$ cat config.mk
export PLATFORM = sky130hd
export DESIGN_NAME = ens_vote_argmax_flat
export DESIGN_NICKNAME = d
export VERILOG_FILES = /design/src/rtl/ens_vote_argmax_if.sv /design/src/rtl/ens_vote_argmax.sv /design/src/flat_wrapper.sv
export SDC_FILE = /design/constraint.sdc
export NUM_CORES = 1
export LEC_CHECK = 0
export CORE_MARGIN = 5
export CORE_UTILIZATION = 45
export CTS_CLUSTER_DIAMETER = 50
export DETAILED_ROUTE_END_ITERATION = 12
export GPL_TIMING_DRIVEN = 0
export SYNTH_ARGS = -nofsm -noshare
export SYNTH_HDL_FRONTEND = slang
export SYNTH_SLANG_ARGS = --single-unit
$ cat constraint.sdc
create_clock -name clk -period 5.1 [get_ports clk]
set_clock_uncertainty 0.2 [all_clocks]
set_input_delay 1.275 -clock clk [delete_from_list [all_inputs] [get_ports clk]]
set_output_delay 1.275 -clock clk [all_outputs]
set_load 0.05 [all_outputs]
$ cat src/rtl/ens_vote_argmax_if.sv
// Score-beat input stream and winning-class result stream for the ensemble vote block.
// The slave modport is the voter's view; the master modport drives beats and consumes results.
interface ens_vote_argmax_if #(
  parameter int unsigned NUM_CLASSES = 10,
  parameter int unsigned SCORE_W     = 2,
  parameter int unsigned ENS_N       = 4,
  parameter int unsigned IDX_W       = 4
);
  localparam int unsigned ACC_W  = SCORE_W + $clog2(ENS_N) + 1;
  localparam int unsigned DATA_W = NUM_CLASSES * SCORE_W;

  logic              s_valid;
  logic              s_ready;
  logic [DATA_W-1:0] s_data;
  logic              s_last;
  logic              m_valid;
  logic              m_ready;
  logic [IDX_W-1:0]  m_class;
  logic [ACC_W-1:0]  m_score;
  logic              m_err;

  modport slave (
    input  s_valid, s_data, s_last, m_ready,
    output s_ready, m_valid, m_class, m_score, m_err
  );

  modport master (
    output s_valid, s_data, s_last, m_ready,
    input  s_ready, m_valid, m_class, m_score, m_err
  );
endinterface

$ cat src/rtl/ens_vote_argmax.sv
// Sums per-class scores over one frame of ensemble beats, then scans the sums one class
// per cycle for the highest total (lowest index wins ties) and holds the result until taken.
module ens_vote_argmax #(
  parameter int unsigned NUM_CLASSES = 10,
  parameter int unsigned SCORE_W     = 2,
  parameter int unsigned ENS_N       = 4,
  parameter int unsigned IDX_W       = 4
) (
  input  logic             clk,
  input  logic             rst_n,
  ens_vote_argmax_if.slave bus
);
  localparam int unsigned ACC_W = SCORE_W + $clog2(ENS_N) + 1;
  localparam int unsigned CNT_W = $clog2(ENS_N + 1);

  typedef enum logic [1:0] {
    ST_ACCUM = 2'd0,
    ST_SCAN  = 2'd1,
    ST_OUT   = 2'd2
  } state_t;

  state_t           state_q;
  logic [ACC_W-1:0] acc_q [NUM_CLASSES];
  logic [ACC_W-1:0] acc_d [NUM_CLASSES];
  logic [CNT_W-1:0] cnt_q;
  logic [IDX_W-1:0] scan_idx_q;
  logic [ACC_W-1:0] best_q;
  logic [IDX_W-1:0] best_idx_q;
  logic             m_valid_q;
  logic [IDX_W-1:0] m_class_q;
  logic [ACC_W-1:0] m_score_q;
  logic             m_err_q;

  logic             accept_c;
  logic             nth_beat_c;
  logic             eof_c;
  logic             scan_done_c;
  logic             replace_c;
  logic [ACC_W-1:0] cand_c;
  logic [ACC_W-1:0] best_d;
  logic [IDX_W-1:0] best_idx_d;

  assign accept_c    = (state_q == ST_ACCUM) && bus.s_valid;
  assign nth_beat_c  = (cnt_q == CNT_W'(ENS_N - 1));
  assign eof_c       = bus.s_last || nth_beat_c;
  assign scan_done_c = (scan_idx_q == IDX_W'(NUM_CLASSES - 1));

  // Per-class running sums with the incoming beat folded in.
  always_comb begin
    for (int c = 0; c < NUM_CLASSES; c++) begin
      acc_d[c] = acc_q[c] + ACC_W'(bus.s_data[c*SCORE_W +: SCORE_W]);
    end
  end

  // Index 0 seeds the running best; later classes replace it only when strictly larger.
  always_comb begin
    cand_c     = acc_q[scan_idx_q];
    replace_c  = (scan_idx_q == '0) || (cand_c > best_q);
    best_d     = replace_c ? cand_c : best_q;
    best_idx_d = replace_c ? scan_idx_q : best_idx_q;
  end

  always_ff @(posedge clk or negedge rst_n) begin
    if (!rst_n) begin
      state_q    <= ST_ACCUM;
      for (int c = 0; c < NUM_CLASSES; c++) acc_q[c] <= '0;
      cnt_q      <= '0;
      scan_idx_q <= '0;
      best_q     <= '0;
      best_idx_q <= '0;
      m_valid_q  <= 1'b0;
      m_class_q  <= '0;
      m_score_q  <= '0;
      m_err_q    <= 1'b0;
    end else begin
      case (state_q)
        ST_ACCUM: begin
          if (accept_c) begin
            for (int c = 0; c < NUM_CLASSES; c++) acc_q[c] <= acc_d[c];
            cnt_q <= cnt_q + CNT_W'(1);
            if (eof_c) begin
              state_q    <= ST_SCAN;
              scan_idx_q <= '0;
              m_err_q    <= bus.s_last ^ nth_beat_c;
            end
          end
        end
        ST_SCAN: begin
          best_q     <= best_d;
          best_idx_q <= best_idx_d;
          scan_idx_q <= scan_idx_q + IDX_W'(1);
          if (scan_done_c) begin
            state_q   <= ST_OUT;
            m_valid_q <= 1'b1;
            m_class_q <= best_idx_d;
            m_score_q <= best_d;
          end
        end
        ST_OUT: begin
          // Clearing here keeps the clear and the next frame's first add on separate edges.
          if (bus.m_ready) begin
            state_q   <= ST_ACCUM;
            m_valid_q <= 1'b0;
            for (int c = 0; c < NUM_CLASSES; c++) acc_q[c] <= '0;
            cnt_q     <= '0;
          end
        end
        default: state_q <= ST_ACCUM;
      endcase
    end
  end

  assign bus.s_ready = (state_q == ST_ACCUM);
  assign bus.m_valid = m_valid_q;
  assign bus.m_class = m_class_q;
  assign bus.m_score = m_score_q;
  assign bus.m_err   = m_err_q;
endmodule

$ cat src/flat_wrapper.sv
// flat-port wrapper written by rule: the top's interface ports become plain ports
module ens_vote_argmax_flat 
#(
  parameter int unsigned NUM_CLASSES = 10,
  parameter int unsigned SCORE_W     = 2,
  parameter int unsigned ENS_N       = 4,
  parameter int unsigned IDX_W       = 4
)
  (clk, rst_n, bus_s_valid, bus_s_data, bus_s_last, bus_m_ready, bus_s_ready, bus_m_valid, bus_m_class, bus_m_score, bus_m_err);
  ens_vote_argmax_if #(.NUM_CLASSES(NUM_CLASSES), .SCORE_W(SCORE_W), .ENS_N(ENS_N), .IDX_W(IDX_W)) bus_i ();
  input  logic clk;
  input  logic rst_n;
  input wire logic [$bits(bus_i.s_valid)-1:0] bus_s_valid;
  input wire logic [$bits(bus_i.s_data)-1:0] bus_s_data;
  input wire logic [$bits(bus_i.s_last)-1:0] bus_s_last;
  input wire logic [$bits(bus_i.m_ready)-1:0] bus_m_ready;
  output wire logic [$bits(bus_i.s_ready)-1:0] bus_s_ready;
  output wire logic [$bits(bus_i.m_valid)-1:0] bus_m_valid;
  output wire logic [$bits(bus_i.m_class)-1:0] bus_m_class;
  output wire logic [$bits(bus_i.m_score)-1:0] bus_m_score;
  output wire logic [$bits(bus_i.m_err)-1:0] bus_m_err;
  assign bus_i.s_valid = bus_s_valid;
  assign bus_i.s_data = bus_s_data;
  assign bus_i.s_last = bus_s_last;
  assign bus_i.m_ready = bus_m_ready;
  assign bus_s_ready = bus_i.s_ready;
  assign bus_m_valid = bus_i.m_valid;
  assign bus_m_class = bus_i.m_class;
  assign bus_m_score = bus_i.m_score;
  assign bus_m_err = bus_i.m_err;
  ens_vote_argmax #(.NUM_CLASSES(NUM_CLASSES), .SCORE_W(SCORE_W), .ENS_N(ENS_N), .IDX_W(IDX_W)) u_core (.clk(clk), .rst_n(rst_n), .bus(bus_i));
endmodule
==> results.cfg <==
[place]
dp_hpwl_um = 8390
pre_cts_ws_ns = 1.57
gp_congestion = 0.803
dp_cells = 625
portBuffers = 36

[clock_network]
path_clk_slew_ns = 0.09
htree_levels = 3
postCtsSetupBuffers = 0
cts-resized-gates = 0
holdBufCountCts = 0
tritoncts = built
cts_sinks = 79
cts_buffers = 9
clock_latency_ns = 0.37
cts_root_buffer = clkbuf_8
cts.path.max_buffers = 2

[synthesis]
synth_edf_count = 0
synthFlopType = dfrtp_1
syn_inst = 448
synth_common_cells = dfrtp_1, nand2_1, nor2_1
yosysMostFrequentCell = dfrtp_1
synth_top_area_frac = 0.407
yosys_warnings = 0
yosys-top-cells-area = dfrtp_1, ha_1, nor4b_2
avgSynthCellArea_um2 = 10.8
yosysUniqueCellTypes = 48
synth_area_leader_cell = dfrtp_1
yosysSeqAreaShare = 0.407
netlist_area_um2 = 4860
synthArstFlopShare = 1.00
syn_nets = 514
synth_seq_cells = 79

[die]
pin_count = 37
core_area_um2 = 10700
die_area_um2 = 13000
row_count = 38
die_h_um = 114
die_w_um = 114
initial_core_util = 0.454

[timing]
setup_slack_ns = 1.56
rsz0062_at_grt = no
setup_viol = 0
hold_viol = 0
max_freq_mhz = 283
worstMarginPinSlew_ns = 0.769
timing.final.crit_period_ns = 3.54
hold_slack_ns = 0.286
fin_crit_sh = 0.693
drv_slew = 0
relSlewSlack = 0.488

[worst_setup_path]
end_kind = register
slowest_stage = mux4_2
path_max_fanout = 10
crit_type = reg2reg
cp.required_ns = 5.16
critPathLaunchType = register
slowest_delay_ns = 0.54
cp_cell_sequence = buf_4 > mux4_2 > a22oi_1 > o21a_1 > inv_1 > ha_1 > a21oi_1 > o21ai_2 > o211ai_4 > mux2_4
arrival_ns = 3.60

[drt]
wire_per_inst_um = 17.8
met1_length_um = 5420
drc_errors = 0
routed_wl_um = 11400
via_per_inst = 5.45
drtIter0Drc = 227
dr_wl_met3_um = 432
ant_nets = 0
routed.top_layer = met4
dr_wl_met2_um = 5310
first_pass_iters = 5
via_count = 3496

[global_route]
grtUsageTotal = 0.189
grt_pass1_wl_um = 19200
grt_max_degree = 69
grt_overflow_total = 0
antenna_found_initial = 0
grt_pass1_vias = 3699

[cells_and_area]
drive_gt1_frac = 0.142
layout.nets = 562
antenna_cells = 0
fin_cells = 641
area_growth_pct = 15.8
fin_util = 0.526
fillers = 978

[hold_path]
hp-class = reg2reg

[power_and_ir_drop]
ir_worst_vdd_mv = 0.415
power_density_nw_per_um2 = 686
leakagePower_nw = 2.44

[job]
max-cap-violations = 0

[outcome]
status = finished, final reports clean
state kept, by name (all words and copies together) (netlist names):
signal	count
u_core.state_q	2
u_core.scan_idx_q	4
u_core.bus.m_class	4
u_core.bus.m_err	1
u_core.acc_q	50
u_core.best_q	5
u_core.cnt_q	3
u_core.bus.m_score	5
u_core.bus.m_valid	1
u_core.best_idx_q	4
cell families (layout without fill, tap and decap cells):
logic type	Yosys count	after routing	share of synthesized area
XOR/XNOR	30	30	0.0541
AO/OA/AOI/OAI	59	59	0.0878
multiplexers	28	28	0.0881
flip-flops	79	79	0.407
adder cells (fa/ha/maj)	41	41	0.121
buffers and inverters	42	95	0.0381
AND/OR/NAND/NOR	169	169	0.204
cell usage in the layout (no fill, tap or decap), types with 5 or more instances in the layout:
| cell type | Yosys | layout |
|---|---|---|
| o211ai_1 | 12 | 12 |
| mux4_2 | 10 | 10 |
| inv_1 | 16 | 16 |
| xnor2_1 | 30 | 30 |
| nor4b_2 | 20 | 20 |
| clkbuf_1 | 13 | 14 |
| buf_2 | 7 | 7 |
| nand2_1 | 59 | 59 |
| mux2i_1 | 12 | 12 |
| nor2_1 | 42 | 42 |
| clkdlybuf4s50_1 | 0 | 35 |
| nor3b_1 | 10 | 10 |
| o2111ai_1 | 5 | 5 |
| a22oi_1 | 5 | 5 |
| a21oi_1 | 13 | 13 |
| clkbuf_8 | 0 | 12 |
| dfrtp_1 | 79 | 79 |
| ha_1 | 31 | 31 |
| o21a_1 | 5 | 5 |
| nand3_1 | 22 | 22 |
| fa_1 | 10 | 10 |
routing by layer:
metal	vias to the layer above	track usage
li1	1675	-
met4	0	0.0800
met3	17	0.0271
met2	65	0.296
met5	-	0
met1	1739	0.264
worst max-delay path: cells and delay by family, from the launching register on:
| family | cells | cell delay, ns |
|---|---|---|
| buffers and inverters | 2 | 0.33 |
| AO/OA/AOI/OAI | 5 | 1.27 |
| flip-flops | 1 | 0.43 |
| adder cells (fa/ha/maj) | 1 | 0.31 |
| multiplexers | 2 | 0.88 |
power by group:
group          internal [W]  switching [W]  leakage (nW)
registers          0.000913       0.000247         0.999
clock network      0.000265       0.000238         0.109
logic              0.000988        0.00121          1.33
total               0.00217        0.00169          2.44
worst paths after layout:
check	start	to	slack, ns	depth (start not counted)
worst min register to register	u_core.bus.m_class[2]	u_core.bus.m_class[2]	0.29	2
min in group asynchronous	rst_n	u_core.acc_q[40]	0.55	1
max in group asynchronous	rst_n	u_core.state_q[1]	3.56	2
worst min-delay path	u_core.bus.m_class[2]	u_core.bus.m_class[2]	0.29	2
worst max-delay path	u_core.scan_idx_q[0]	u_core.best_idx_q[3]	1.56	10
worst max register to register	u_core.scan_idx_q[0]	u_core.best_idx_q[3]	1.56	10
metrics by stage:
stage / instance area, um2 / TNS, ns / total power (W)
4_1_cts: 5630 / 0 / 0.00388
2_1_floorplan: 4860 / 0 / 0.00282
6_report: 5630 / 0 / 0.00386
5_1_grt: 5630 / 0 / 0.00418
3_3_place_gp: 5390 / -31.39 / 0.00331
3_5_place_dp: 5420 / 0 / 0.00337
area by class of cell:
type	instances	area [um2]	share of cell area
sequential	79	1980	0.351
clock buffer	13	169	0.0300
tap	140	175	0.0311
multi-input combinational	327	2700	0.479
clock inverter	3	40.0	0.00712
inverter	16	60.1	0.0107
timing repair buffer	37	385	0.0685
buffer	26	125	0.0222
Note: power is estimated with default switching activity, not from simulation.
